[src/rtl/stopwatch_pkg.sv]
// Shared constants and helpers for the stopwatch button front end.
// Default timings assume a 50 MHz clock.
package stopwatch_pkg;

    // 10 ms of stable input at 50 MHz
    localparam int unsigned DEBOUNCE_CYCLES_DEFAULT = 500000;
    // 1 s clear-button hold at 50 MHz
    localparam int unsigned LONG_PRESS_CYCLES_DEFAULT = 50000000;

    // Bits needed to count 0..n (saturating long-press counter)
    function automatic int sat_width(int unsigned n);
        return $clog2(n + 1);
    endfunction

endpackage

[src/rtl/button_conditioner_if.sv]
// Button inputs and conditioned control outputs of the stopwatch front end.
// master drives the raw buttons, slave is the conditioner.
interface button_conditioner_if;

    logic start_stop_button;
    logic clear_button;
    logic hold_count;
    logic counter_reset;
    logic start_stop_level;
    logic clear_level;

    modport master (
        output start_stop_button,
        output clear_button,
        input  hold_count,
        input  counter_reset,
        input  start_stop_level,
        input  clear_level
    );

    modport slave (
        input  start_stop_button,
        input  clear_button,
        output hold_count,
        output counter_reset,
        output start_stop_level,
        output clear_level
    );

endinterface

[src/rtl/button_debouncer.sv]
// Two-flop synchronizer followed by a stable-count debouncer.
// level_out follows raw_in after DEBOUNCE_CYCLES consecutive stable cycles.
module button_debouncer
    import stopwatch_pkg::*;
#(
    parameter int unsigned DEBOUNCE_CYCLES = DEBOUNCE_CYCLES_DEFAULT
) (
    input  logic clock,
    input  logic reset,
    input  logic raw_in,
    output logic level_out
);

    localparam int W = $clog2(DEBOUNCE_CYCLES);
    localparam logic [W-1:0] LAST = W'(DEBOUNCE_CYCLES - 1);

    logic         sync_a;
    logic         sync_b;
    logic [W-1:0] count;

    // bring the asynchronous button into the clock domain
    always_ff @(posedge clock) begin
        if (reset) begin
            sync_a <= 1'b0;
            sync_b <= 1'b0;
        end else begin
            sync_a <= raw_in;
            sync_b <= sync_a;
        end
    end

    // count mismatched cycles; accept the new level on the last one
    always_ff @(posedge clock) begin
        if (reset) begin
            count     <= '0;
            level_out <= 1'b0;
        end else if (sync_b == level_out) begin
            count <= '0;
        end else if (count == LAST) begin
            count     <= '0;
            level_out <= sync_b;
        end else begin
            count <= count + 1'b1;
        end
    end

endmodule

[src/rtl/button_conditioner.sv]
// Stopwatch start/stop and clear control from two bouncing push-buttons.
// Define STOPWATCH_LONG_PRESS_EN to make clear require a long press.
module button_conditioner
    import stopwatch_pkg::*;
#(
    parameter int unsigned DEBOUNCE_CYCLES   = DEBOUNCE_CYCLES_DEFAULT,
    parameter int unsigned LONG_PRESS_CYCLES = LONG_PRESS_CYCLES_DEFAULT
) (
    input  logic                 clock,
    input  logic                 reset,
    button_conditioner_if.slave  bus
);

    if (DEBOUNCE_CYCLES < 2) begin : g_bad_debounce
        $error("DEBOUNCE_CYCLES must be at least 2");
    end
    if (LONG_PRESS_CYCLES < 2) begin : g_bad_long_press
        $error("LONG_PRESS_CYCLES must be at least 2");
    end

    logic ss_level;
    logic clr_level;
    logic ss_prev;
    logic ss_rise;
    logic clear_event;
    logic hold;
    logic creset;

    button_debouncer #(
        .DEBOUNCE_CYCLES(DEBOUNCE_CYCLES)
    ) u_start_stop (
        .clock    (clock),
        .reset    (reset),
        .raw_in   (bus.start_stop_button),
        .level_out(ss_level)
    );

    button_debouncer #(
        .DEBOUNCE_CYCLES(DEBOUNCE_CYCLES)
    ) u_clear (
        .clock    (clock),
        .reset    (reset),
        .raw_in   (bus.clear_button),
        .level_out(clr_level)
    );

    // remember last start/stop level for press detection
    always_ff @(posedge clock) begin
        if (reset) ss_prev <= 1'b0;
        else       ss_prev <= ss_level;
    end

    assign ss_rise = ss_level & ~ss_prev;

`ifdef STOPWATCH_LONG_PRESS_EN
    localparam int LW = sat_width(LONG_PRESS_CYCLES);
    localparam logic [LW-1:0] LP_LAST = LW'(LONG_PRESS_CYCLES - 1);
    localparam logic [LW-1:0] LP_SAT  = LW'(LONG_PRESS_CYCLES);

    logic [LW-1:0] press_count;

    // saturating hold timer, so the event fires once per press
    always_ff @(posedge clock) begin
        if (reset || !clr_level) press_count <= '0;
        else if (press_count != LP_SAT) press_count <= press_count + 1'b1;
    end

    assign clear_event = clr_level && (press_count == LP_LAST);
`else
    logic clr_prev;

    // remember last clear level for press detection
    always_ff @(posedge clock) begin
        if (reset) clr_prev <= 1'b0;
        else       clr_prev <= clr_level;
    end

    assign clear_event = clr_level & ~clr_prev;
`endif

    // clear pauses and zeroes the counter and beats a same-cycle toggle
    always_ff @(posedge clock) begin
        if (reset) begin
            hold   <= 1'b1;
            creset <= 1'b0;
        end else begin
            creset <= clear_event;
            if (clear_event) hold <= 1'b1;
            else if (ss_rise) hold <= ~hold;
        end
    end

    assign bus.hold_count       = hold;
    assign bus.counter_reset    = creset;
    assign bus.start_stop_level = ss_level;
    assign bus.clear_level      = clr_level;

endmodule

[src/flat_wrapper.sv]
// flat-port wrapper written by rule: the top's interface ports become plain ports
module button_conditioner_flat import stopwatch_pkg::*;
#(
    parameter int unsigned DEBOUNCE_CYCLES   = DEBOUNCE_CYCLES_DEFAULT,
    parameter int unsigned LONG_PRESS_CYCLES = LONG_PRESS_CYCLES_DEFAULT
)
  (clock, reset, bus_start_stop_button, bus_clear_button, bus_hold_count, bus_counter_reset, bus_start_stop_level, bus_clear_level);
  button_conditioner_if bus_i ();
  input  logic clock;
  input  logic reset;
  input wire logic [$bits(bus_i.start_stop_button)-1:0] bus_start_stop_button;
  input wire logic [$bits(bus_i.clear_button)-1:0] bus_clear_button;
  output wire logic [$bits(bus_i.hold_count)-1:0] bus_hold_count;
  output wire logic [$bits(bus_i.counter_reset)-1:0] bus_counter_reset;
  output wire logic [$bits(bus_i.start_stop_level)-1:0] bus_start_stop_level;
  output wire logic [$bits(bus_i.clear_level)-1:0] bus_clear_level;
  assign bus_i.start_stop_button = bus_start_stop_button;
  assign bus_i.clear_button = bus_clear_button;
  assign bus_hold_count = bus_i.hold_count;
  assign bus_counter_reset = bus_i.counter_reset;
  assign bus_start_stop_level = bus_i.start_stop_level;
  assign bus_clear_level = bus_i.clear_level;
  button_conditioner #(.DEBOUNCE_CYCLES(DEBOUNCE_CYCLES), .LONG_PRESS_CYCLES(LONG_PRESS_CYCLES)) u_core (.clock(clock), .reset(reset), .bus(bus_i));
endmodule
[config.mk]
export PLATFORM = sky130hd
export DESIGN_NAME = button_conditioner_flat
export DESIGN_NICKNAME = d
export VERILOG_FILES = /design/src/rtl/stopwatch_pkg.sv /design/src/rtl/button_conditioner_if.sv /design/src/rtl/button_debouncer.sv /design/src/rtl/button_conditioner.sv /design/src/flat_wrapper.sv
export SDC_FILE = /design/constraint.sdc
export NUM_CORES = 1
export LEC_CHECK = 0
export CAP_MARGIN = 20
export CORE_MARGIN = 2
export CORE_UTILIZATION = 64
export DETAILED_ROUTE_END_ITERATION = 7
export GPL_ROUTABILITY_DRIVEN = 0
export PLACE_DENSITY = 0.86
export SETUP_SLACK_MARGIN = 0.3
export SLEW_MARGIN = 20
export SYNTH_ARGS = -nofsm -noshare
export SYNTH_HDL_FRONTEND = slang
export SYNTH_HIERARCHICAL = 1
export SYNTH_SLANG_ARGS = --single-unit
[constraint.sdc]
create_clock -name clock -period 3.16 [get_ports clock]
set_input_delay 0.632 -clock clock [delete_from_list [all_inputs] [get_ports clock]]
set_output_delay 0.632 -clock clock [all_outputs]
set_load 0.01 [all_outputs]
==> summary.md, run 1 <==
| Metric | Value |
|---|---|
| Result of the run | `completed` |
| Cell breakdown of the critical path | `or4_1 > or4_4 > o21ai_4 > nor2_1` |
| Max IR drop VDD | `approximately 0.00034 V` |
| Die Wd | `61.4 µm` |
| Total of buffers placed on input and output ports | `7` |
| Leakage | `0.000652 µW` |
| Flops & latches, synth | `48` |
| Synthesis-to-layout area growth | `8.37%` |
| Number of enable-type register cells in the synthesized netlist | `0` |
| Post-placement cell area | `2220 µm²` |
| Proportion of netlist area held by the largest area contributor | `0.456` |
| Worst relative slew slack | `0.605` |
| Wire per inst | `12.8 µm` |
| Num CTS Buffers | `5` |
| Worst path max stage delay | `~0.54 ns` |
| Largest registers | `u_core/u_clear/count: 19 flops, u_core/u_start_stop/count: 19 flops` |
| Total global routing track utilization | `0.222` |
| Class of the tightest hold or removal check | `flop to flop` |
| Required arrival time at the worst endpoint | `3.41 ns` |
| Number of gates resized after CTS | `0` |
| End-of-flow core utilization | `0.736` |
| Post-route standard cell area excluding fillers | `2280 µm²` |
| Flip-flop cell with the highest count after synthesis | `dfxtp_1` |
| Setup Buffers After CTS | `0` |
| Clock root cell | `clkbuf_4` |
| Crit path launch type | `flop` |
| Number of detailed-route iterations in the first pass | `4` |
| Post-synth ARST share | `0` |
| Transition time at the pin with the least slew margin | `0.587 ns` |
| Hold violation count in the final report | `0` |
| Worst skew pair latency | `0.37 ns` |
| Slowest-stage cell, CP | `or4_1` |
| Max Slew Vio Count | `0` |
| Crit end category | `flop` |
| Power density cells | `roughly 400 nW/µm²` |
| Post-Syn Area per Cell | `a little over 9 µm²` |
| Setup Skew | `0.0144 ns` |
| Maximum clock path buffer count | `2` |
| Worst-path clk slew | `0.15 ns` |
| Initial standard-cell utilization of the core | `0.679` |
| Placeable core region | `3100 µm²` |
| Via density per instance | `5.73` |
| Share of the clock period used by the worst path after layout | `0.664` |
| Main area contributors after synthesis | `dfxtp_1, xnor2_1, nor2_1` |
| Portion of the post-synthesis area used by sequential elements | `0.456` |
| Setup repair after global routing missed its margin | `false` |
| Largest net degree at the start of global routing | `19` |
| Via count of the first global-routing pass | `1481` |
| # fillers | `223` |
| Number of warnings printed during yosys synthesis | `6` |
| Cell count after synthesis | `229` |
| Finish-stage setup viols | `0` |
| Syn Nets | `between 200 and 250` |
| Total grt overflow | `0` |
| Number of nets at the end of the flow | `approximately 250` |
| Std-Cell Rows | `20` |
| Peak Freq | `roughly 480 MHz` |
| Number of placed I/O pins | `8` |
| Design Power | `914 µW` |
| Crit path time final | `2.10 ns` |
| Category of the most critical setup path | `flop to flop` |
| Die Y | `61.4 µm` |
| CTS Hold Buffers Added | `0` |
| Biggest area consumer among synthesized cells | `dfxtp_1` |
| Post-DP HPWL | `2.59 mm` |
| Max-cap violation count | `0` |
| Fin Setup TNS | `0 ns` |
| Global-route wire length before repair | `approximately 6 mm` |
| Antenna violations before repair | `0` |
| Arrival time at the worst endpoint | `2.35 ns` |
| ANT cells | `0` |
| Die Outline Area | `3770 µm²` |
| Biggest fanout along the worst timing path | `18` |
| Library cells used by synthesis | `34` |
| Number of clock sinks seen by CTS | `48` |
| Share of cells above drive strength 1 | `0.0785` |
| Total via count in the routed design | `~1600` |
| DR DRC count | `0` |
| Violation count after the first detailed-route iteration | `between 100 and 150` |
| H-tree level count | `2` |
| Cell area after synthesis | `2110 µm²` |
| Antenna Violating Nets Remaining | `0` |
| Total length of routed wires | `3.66 mm` |
| TritonCTS clock tree | `yes` |
## worst max-delay path: cells and delay by family, from the launching register on
family / cells / cell delay, ns
and+or+nand+nor: 3 / 1.18
AOI/OAI and AO/OA: 1 / 0.42
DFF: 1 / 0.39
## power breakdown
part | switching [µW] | internal [µW]
Clock | 201 | 87.8
Combinational | 7.67 | 7.12
Sequential | 1.61 | 608
Total | 211 | 703
## cell type report
class	count	area, µm²	share of cell area
inverter	6	22.5	0.00986
tap	44	55.1	0.0241
clock buffer	5	37.5	0.0164
multi-input combinational	173	1110	0.488
clock inverter	3	23.8	0.0104
timing repair buffer	7	70.1	0.0307
sequential	48	961	0.421
## cells in the mapped netlist, drive strengths merged, types with 3 or more instances
| cell type | number |
|---|---|
| nor2b | 7 |
| or3 | 3 |
| and2 | 5 |
| xnor2 | 18 |
| nand2 | 8 |
| a21oi | 9 |
| inv | 6 |
| dfxtp | 48 |
| nand4 | 12 |
| xor2 | 11 |
| o21ai | 7 |
| nor2 | 36 |
| o31ai | 3 |
| or4 | 7 |
| nor4 | 4 |
| and4 | 4 |
| nor3 | 3 |
| nand3 | 17 |
## cell families after synthesis
family	after synthesis	synth area share
buffers and inverters	8	0.0154
DFF	48	0.456
and+or+nand+nor	121	0.328
xor gates and xnor gates	29	0.120
AOI/OAI and AO/OA	19	0.0593
muxes	2	0.00950
adders and majority gates	2	0.0119
## cell usage in the layout, fill, tap and decap left out, types with 4 or more instances in the layout
| cell type | n |
|---|---|
| and2_1 | 5 |
| nand2_1 | 8 |
| nor2b_1 | 4 |
| nand3_1 | 17 |
| or4_1 | 5 |
| nor2_1 | 36 |
| clkdlybuf4s50_1 | 7 |
| nand4_1 | 12 |
| clkbuf_4 | 5 |
| nor4_1 | 4 |
| xnor2_1 | 18 |
| and4_1 | 4 |
| a21oi_1 | 9 |
| xor2_1 | 11 |
| dfxtp_1 | 48 |
| inv_1 | 6 |
## routing by layer
layer  wire length (µm)  vias to the layer above  global-route usage  share of wire
met5                  0                        -                   0              0
li1                   -                      837                   -              -
met1               1750                      760               0.283           0.48
met4                 70                        0               0.109          0.019
met3                142                        7              0.0693          0.039
met2               1690                       35               0.342           0.46
## stage by stage
step | setup slack, ns | std cells | hold slack (ns)
CTS | 1.05 | 286 | 0.458
global placement | 1.13 | 278 | 0.426
global route | 0.964 | 286 | 0.469
floorplan | 1.22 | 229 | 0.414
detailed placement | 1.07 | 278 | 0.436
finish | 1.06 | 286 | 0.459
## worst paths after layout
| kind | slack [ns] | cells after the start | end | startpoint |
|---|---|---|---|---|
| setup / recovery | 1.06 | 4 | u_core/u_start_stop/count[8] | u_core/u_start_stop/count[12] |
| hold / removal | 0.46 | 1 | u_core/u_clear/sync_b | u_core/u_clear/sync_a |
| hold reg to reg | 0.46 | 1 | u_core/u_clear/sync_b | u_core/u_clear/sync_a |
| setup reg to reg | 1.06 | 4 | u_core/u_start_stop/count[8] | u_core/u_start_stop/count[12] |
Power figures use the tool's default switching activity.
==> run 2: changes to the inputs <==
Settings changed: CORE_UTILIZATION 64 to 59, PLACE_DENSITY 0.86 to 0.81.
Clock period 3.16 ns to 2.1 ns, I/O delays scaled along.
==> summary.md, run 2 (synthesis results as in run 1) <==
| Metric | Value |
|---|---|
| Antenna violations before repair | `0` |
| Origin of the worst min-delay path | `u_core/u_clear/sync_a` |
| Via density per instance | `5.86` |
| Total of buffers placed on input and output ports | `7` |
| Net Sw Frac | `0.218` |
| Std-Cell Rows | `21` |
| Total grt overflow | `0` |
| Clock root cell | `clkbuf_4` |
| Result of the run | `completed` |
| Setup slack, reg-to-reg | `0.03 ns` |
| Post-DP HPWL | `2.81 mm` |
| Total global routing track utilization | `0.254` |
| Net load switching power | `311 µW` |
| Reg-to-Reg End | `u_core/u_start_stop/count[10]` |
| Share of the clock period used by the worst path after layout | `0.988` |
| Worst r2r src | `u_core/u_start_stop/count[12]` |
| Share of cells above drive strength 1 | `0.279` |
| Die Outline Area | `4070 µm²` |
| Leakage | `0.000871 µW` |
| Max-cap violation count | `0` |
| Setup repair after global routing missed its margin | `true` |
| Buffer and inverter count on the worst path | `3` |
| Via count of the first global-routing pass | `1678` |
| Highest-count cells in the layout ignoring fill and taps | `dfxtp_1, nor2_1, buf_4, xnor2_1, nand3_1` |
| Slowest-stage cell, CP | `or4_4` |
| Share of power burned in the clock network | `0.317` |
| Relative contribution of sequential cells to total power | `0.644` |
| ANT cells | `0` |
| Worst setup path start | `u_core/u_start_stop/count[12]` |
| Hold violation count in the final report | `0` |
| Number of detailed-route iterations in the first pass | `4` |
| Largest net degree at the start of global routing | `14` |
| Required arrival time at the worst endpoint | `2.37 ns` |
| Crit path launch type | `flop` |
| Class of the tightest hold or removal check | `flop to flop` |
| Number of nets at the end of the flow | `277` |
| Die Y | `63.8 µm` |
| Category of the most critical setup path | `flop to flop` |
| Number of gates on the worst path with buffers counted | `7` |
| Global-route wire length before repair | `7.73 mm` |
| Max IR drop VDD | `0.000431 V` |
| Synthesis-to-layout area growth | `30.0%` |
| Cell-internal power | `1110 µW` |
| Worst-path clk slew | `0.14 ns` |
| Violation count after the first detailed-route iteration | `225` |
| Number of placed I/O pins | `8` |
| DR DRC count | `0` |
| Top Family by Delay on Critical Path | `simple AND/OR/NAND/NOR gates` |
| Share of power burned in combinational logic | `0.039` |
| Die Wd | `63.8 µm` |
| Biggest fanout along the worst timing path | `5` |
| Wire per inst | `16.9 µm` |
| Finish-stage setup viols | `0` |
| Setup crit end | `u_core/u_start_stop/count[10]` |
| TritonCTS clock tree | `yes` |
| End-of-flow core utilization | `0.808` |
| Max Slew Vio Count | `0` |
| Initial standard-cell utilization of the core | `0.622` |
| Placeable core region | `3390 µm²` |
| H-tree level count | `2` |
| Largest registers | `u_core/u_clear/count: 19 flops, u_core/u_start_stop/count: 19 flops` |
| Worst skew pair latency | `around 0.38 ns` |
| Power density cells | `between 500 and 600 nW/µm²` |
| Transition time at the pin with the least slew margin | `roughly 0.39 ns` |
| Worst relative slew slack | `0.739` |
| Worst setup slack after placement | `0.0919 ns` |
| Crit end category | `flop` |
| # fillers | `191` |
| Least setup slack across all paths after layout | `0.0258 ns` |
| Arrival time at the worst endpoint | `2.35 ns` |
| Peak Freq | `482 MHz` |
| Maximum clock path buffer count | `2` |
| Number of clock sinks seen by CTS | `48` |
| Total length of routed wires | `5.39 mm` |
| Setup Skew | `around 0.017 ns` |
| Worst path max stage delay | `~0.53 ns` |
| Cell breakdown of the critical path | `or4_4 > or4_4 > o21ai_4 > buf_6 > buf_12 > buf_12 > nor2_1` |
| Total via count in the routed design | `between 1500 and 2000` |
| Number of cells traversed by the worst register-to-register path | `7` |
| Antenna Violating Nets Remaining | `0` |
| Design Power | `1430 µW` |
| Crit path time final | `2.07 ns` |
| Num CTS Buffers | `5` |
| Most common cell after layout, fill and taps aside | `dfxtp_1` |
[run 2: worst min-delay path by stage]
stage                                 end  slack [ns]  depth (start not counted)
4_1_cts             u_core/u_clear/sync_b        0.46                          1
5_1_grt             u_core/u_clear/sync_b        0.48                          1
3_5_place_dp   u_core/u_start_stop/sync_b        0.45                          1
2_1_floorplan       u_core/u_clear/sync_b        0.41                          1
6_report            u_core/u_clear/sync_b        0.46                          1
3_3_place_gp        u_core/u_clear/sync_b        0.43                          1
[run 2: routing by layer]
metal	GRT usage	wire length, µm
met5	0	0
met4	0.125	150
met3	0.0475	249
met2	0.434	2820
met1	0.307	2170
[run 2: timing repair]
| item | CTS | global route |
|---|---|---|
| hold buffers | 0 | 0 |
| setup buffers | 8 | 5 |
| gates cloned | 3 | 2 |
| gates resized for setup | 11 | 23 |
| pin swaps | 2 | 4 |
| setup endpoints to repair | 40 | 40 |
[run 2: power groups by stage]
stage / Clock, µW / Sequential [µW] / Combinational, µW
after floorplan: 0 / 937 / 14.1
after global placement: 0 / 938 / 28.6
after detailed placement: 0 / 938 / 30.1
after CTS: 456 / 918 / 46.4
after global routing: 487 / 919 / 59.1
final: 452 / 918 / 55.9
[run 2: final cells by class]
type / count / area [µm²] / share of cell area
Inverter: 6 / 22.5 / 0.00822
Sequential cell: 48 / 971 / 0.354
Tap cell: 46 / 57.6 / 0.0210
Multi-Input combinational cell: 173 / 1190 / 0.433
Timing Repair Buffer: 37 / 443 / 0.162
Clock buffer: 8 / 58.8 / 0.0215
[run 2: through the flow]
stage               TNS [ns]  hold WS, ns  instances  cell area (µm²)
finish                     0        0.461        318             2740
global route         -0.0331        0.477        318             2740
CTS                        0        0.464        311             2580
detailed placement         0        0.450        292             2340
global placement           0        0.432        292             2340
floorplan                  0        0.414        229             2120
==> run 3: changes to the inputs <==
Settings changed: CORE_MARGIN 2 to unset.
==> summary.md, run 3 (synthesis results as in run 1) <==
| Metric | Value |
|---|---|
| Crit path time final | `2.09 ns` |
| Total global routing track utilization | `0.247` |
| Number of cells traversed by the worst register-to-register path | `6` |
| Worst relative slew slack | `0.680` |
| ANT cells | `0` |
| Post-route standard cell area excluding fillers | `2770 µm²` |
| Category of the most critical setup path | `flop to flop` |
| Antenna Violating Nets Remaining | `0` |
| Arrival time at the worst endpoint | `2.36 ns` |
| Worst path max stage delay | `0.53 ns` |
| Slowest-stage cell, CP | `or4_4` |
| Relative contribution of sequential cells to total power | `0.668` |
| Setup repair after global routing missed its margin | `true` |
| Result of the run | `completed` |
| Die Y | `a little over 60 µm` |
| # fillers | `189` |
| Post-DP HPWL | `approximately 2.7 mm` |
| DR DRC count | `0` |
| Fin Setup TNS | `0 ns` |
| Antenna violations before repair | `0` |
| TritonCTS clock tree | `yes` |
| Worst setup path start | `u_core/u_start_stop/count[12]` |
| Number of clock sinks seen by CTS | `48` |
| Max IR drop VDD | `0.000450 V` |
| Total grt overflow | `0` |
| Max Slew Vio Count | `0` |
| Leakage | `0.000859 µW` |
| Share of power burned in the clock network | `0.291` |
| Share of power burned in combinational logic | `0.041` |
| Setup Skew | `0.0184 ns` |
| Initial standard-cell utilization of the core | `0.622` |
| Total length of routed wires | `5.48 mm` |
| Num CTS Buffers | `5` |
| Wire per inst | `17.4 µm` |
| Share of the clock period used by the worst path after layout | `0.997` |
| Net Sw Frac | `0.220` |
| Cell-internal power | `1070 µW` |
| Total via count in the routed design | `1861` |
| Placeable core region | `3390 µm²` |
| Worst-path clk slew | `approximately 0.14 ns` |
| Worst setup slack after placement | `0.101 ns` |
| Required arrival time at the worst endpoint | `roughly 2.4 ns` |
| Worst skew pair latency | `0.36 ns` |
| Max-cap violation count | `0` |
| Power density cells | `between 400 and 500 nW/µm²` |
| Total of buffers placed on input and output ports | `7` |
| Top cell by count, worst path | `or4_4` |
| Biggest fanout along the worst timing path | `4` |
| Least setup slack across all paths after layout | `0.00547 ns` |
| Violation count after the first detailed-route iteration | `192` |
| Global-route wire length before repair | `6.84 mm` |
| Crit end category | `flop` |
| Via count of the first global-routing pass | `1586` |
| Number of nets at the end of the flow | `274` |
| Finish-stage setup viols | `0` |
| Peak Freq | `between 400 and 500 MHz` |
| Net load switching power | `between 300 and 400 µW` |
| Reg-to-Reg End | `u_core/u_start_stop/count[12]` |
| Crit path launch type | `flop` |
| Setup slack, reg-to-reg | `0.005 ns` |
| Std-Cell Rows | `21` |
| Highest-count cells in the layout ignoring fill and taps | `dfxtp_1, nor2_2, xnor2_1` |
| Maximum clock path buffer count | `2` |
| CTS Hold Buffers Added | `0` |
| Number of detailed-route iterations in the first pass | `4` |
| Cell breakdown of the critical path | `or4_4 > or4_4 > o21ai_4 > buf_6 > clkbuf_16 > nor2_2` |
| Worst r2r src | `u_core/u_start_stop/count[12]` |
| Transition time at the pin with the least slew margin | `about 0.48 ns` |
| Clock root cell | `clkbuf_4` |
| Post-placement cell area | `approximately 2300 µm²` |
| Share of cells above drive strength 1 | `0.325` |
| Via density per instance | `5.93` |
| Die Outline Area | `3820 µm²` |
| Largest net degree at the start of global routing | `14` |
| Most common cell after layout, fill and taps aside | `dfxtp_1` |
| Setup crit end | `u_core/u_start_stop/count[12]` |
| Largest registers | `u_core/u_clear/count: 19 flops, u_core/u_start_stop/count: 19 flops` |
| Synthesis-to-layout area growth | `31.5%` |
| H-tree level count | `2` |
| Hold violation count in the final report | `0` |
| Die Wd | `61.8 µm` |
| Class of the tightest hold or removal check | `flop to flop` |
| Number of placed I/O pins | `8` |
## run 3: cell types whose count changed in the layout (fill, tap and decap cells not counted), sizes merged
cell | before | now
buf | 28 | 23
clkinv | 0 | 1
## run 3: stage by stage
stage | hold slack [ns] | total power [µW] | util | cells
after floorplan | 0.414 | 951 | - | 229
after global placement | 0.432 | 967 | 0.692 | 292
after detailed placement | 0.430 | 967 | 0.692 | 292
after CTS | 0.458 | 1360 | 0.738 | 307
after global routing | 0.474 | 1430 | 0.818 | 314
final | 0.462 | 1370 | 0.818 | 314
## run 3: layout make-up
cell class | count | area [µm²] | share of cell area
clock buffers | 6 | 41.3 | 0.0149
clock inverters | 1 | 5.00 | 0.00181
inverters | 6 | 22.5 | 0.00813
multi-input cells | 173 | 1240 | 0.449
flip-flops and latches | 48 | 973 | 0.351
well taps | 46 | 57.6 | 0.0208
repair buffers | 34 | 427 | 0.154
## run 3: worst min-delay path by stage
stage	start	to	slack, ns	cells past startpoint
after global routing	u_core/u_clear/sync_a	u_core/u_clear/sync_b	0.47	1
after detailed placement	u_core/u_start_stop/sync_a	u_core/u_start_stop/sync_b	0.43	1
after floorplan	u_core/u_clear/sync_a	u_core/u_clear/sync_b	0.41	1
after CTS	u_core/u_clear/sync_a	u_core/u_clear/sync_b	0.46	1
after global placement	u_core/u_clear/sync_a	u_core/u_clear/sync_b	0.43	1
final	u_core/u_clear/sync_a	u_core/u_clear/sync_b	0.46	1
## run 3: critical path: cells and delay by family, from the launching register on
family          cells  cell delay, ns
simple gates        3            1.11
flops               1            0.38
buf+inv             2            0.30
compound gates      1            0.21
## run 3: what timing repair did
| item | CTS | global route |
|---|---|---|
| gates resized for setup | 6 | 48 |
| endpoints found under the hold margin | 0 | 0 |
| gates cloned | 2 | 4 |
| endpoints found under the setup margin | 38 | 42 |
| pin swaps | 2 | 5 |
| buffers inserted | 6 | 3 |
## run 3: power by group through the flow
stage | combinational, µW | clock (µW) | sequential [µW]
6_report | 56.7 | 399 | 917
3_3_place_gp | 28.7 | 0 | 938
4_1_cts | 38.4 | 408 | 916
3_5_place_dp | 29.2 | 0 | 938
5_1_grt | 59.6 | 448 | 918
2_1_floorplan | 14.1 | 0 | 937
## run 3: per-layer routing
layer | GRT usage | share of wire
met5 | 0 | 0
met4 | 0.0857 | 0.030
met3 | 0.0497 | 0.064
met2 | 0.418 | 0.49
met1 | 0.314 | 0.41
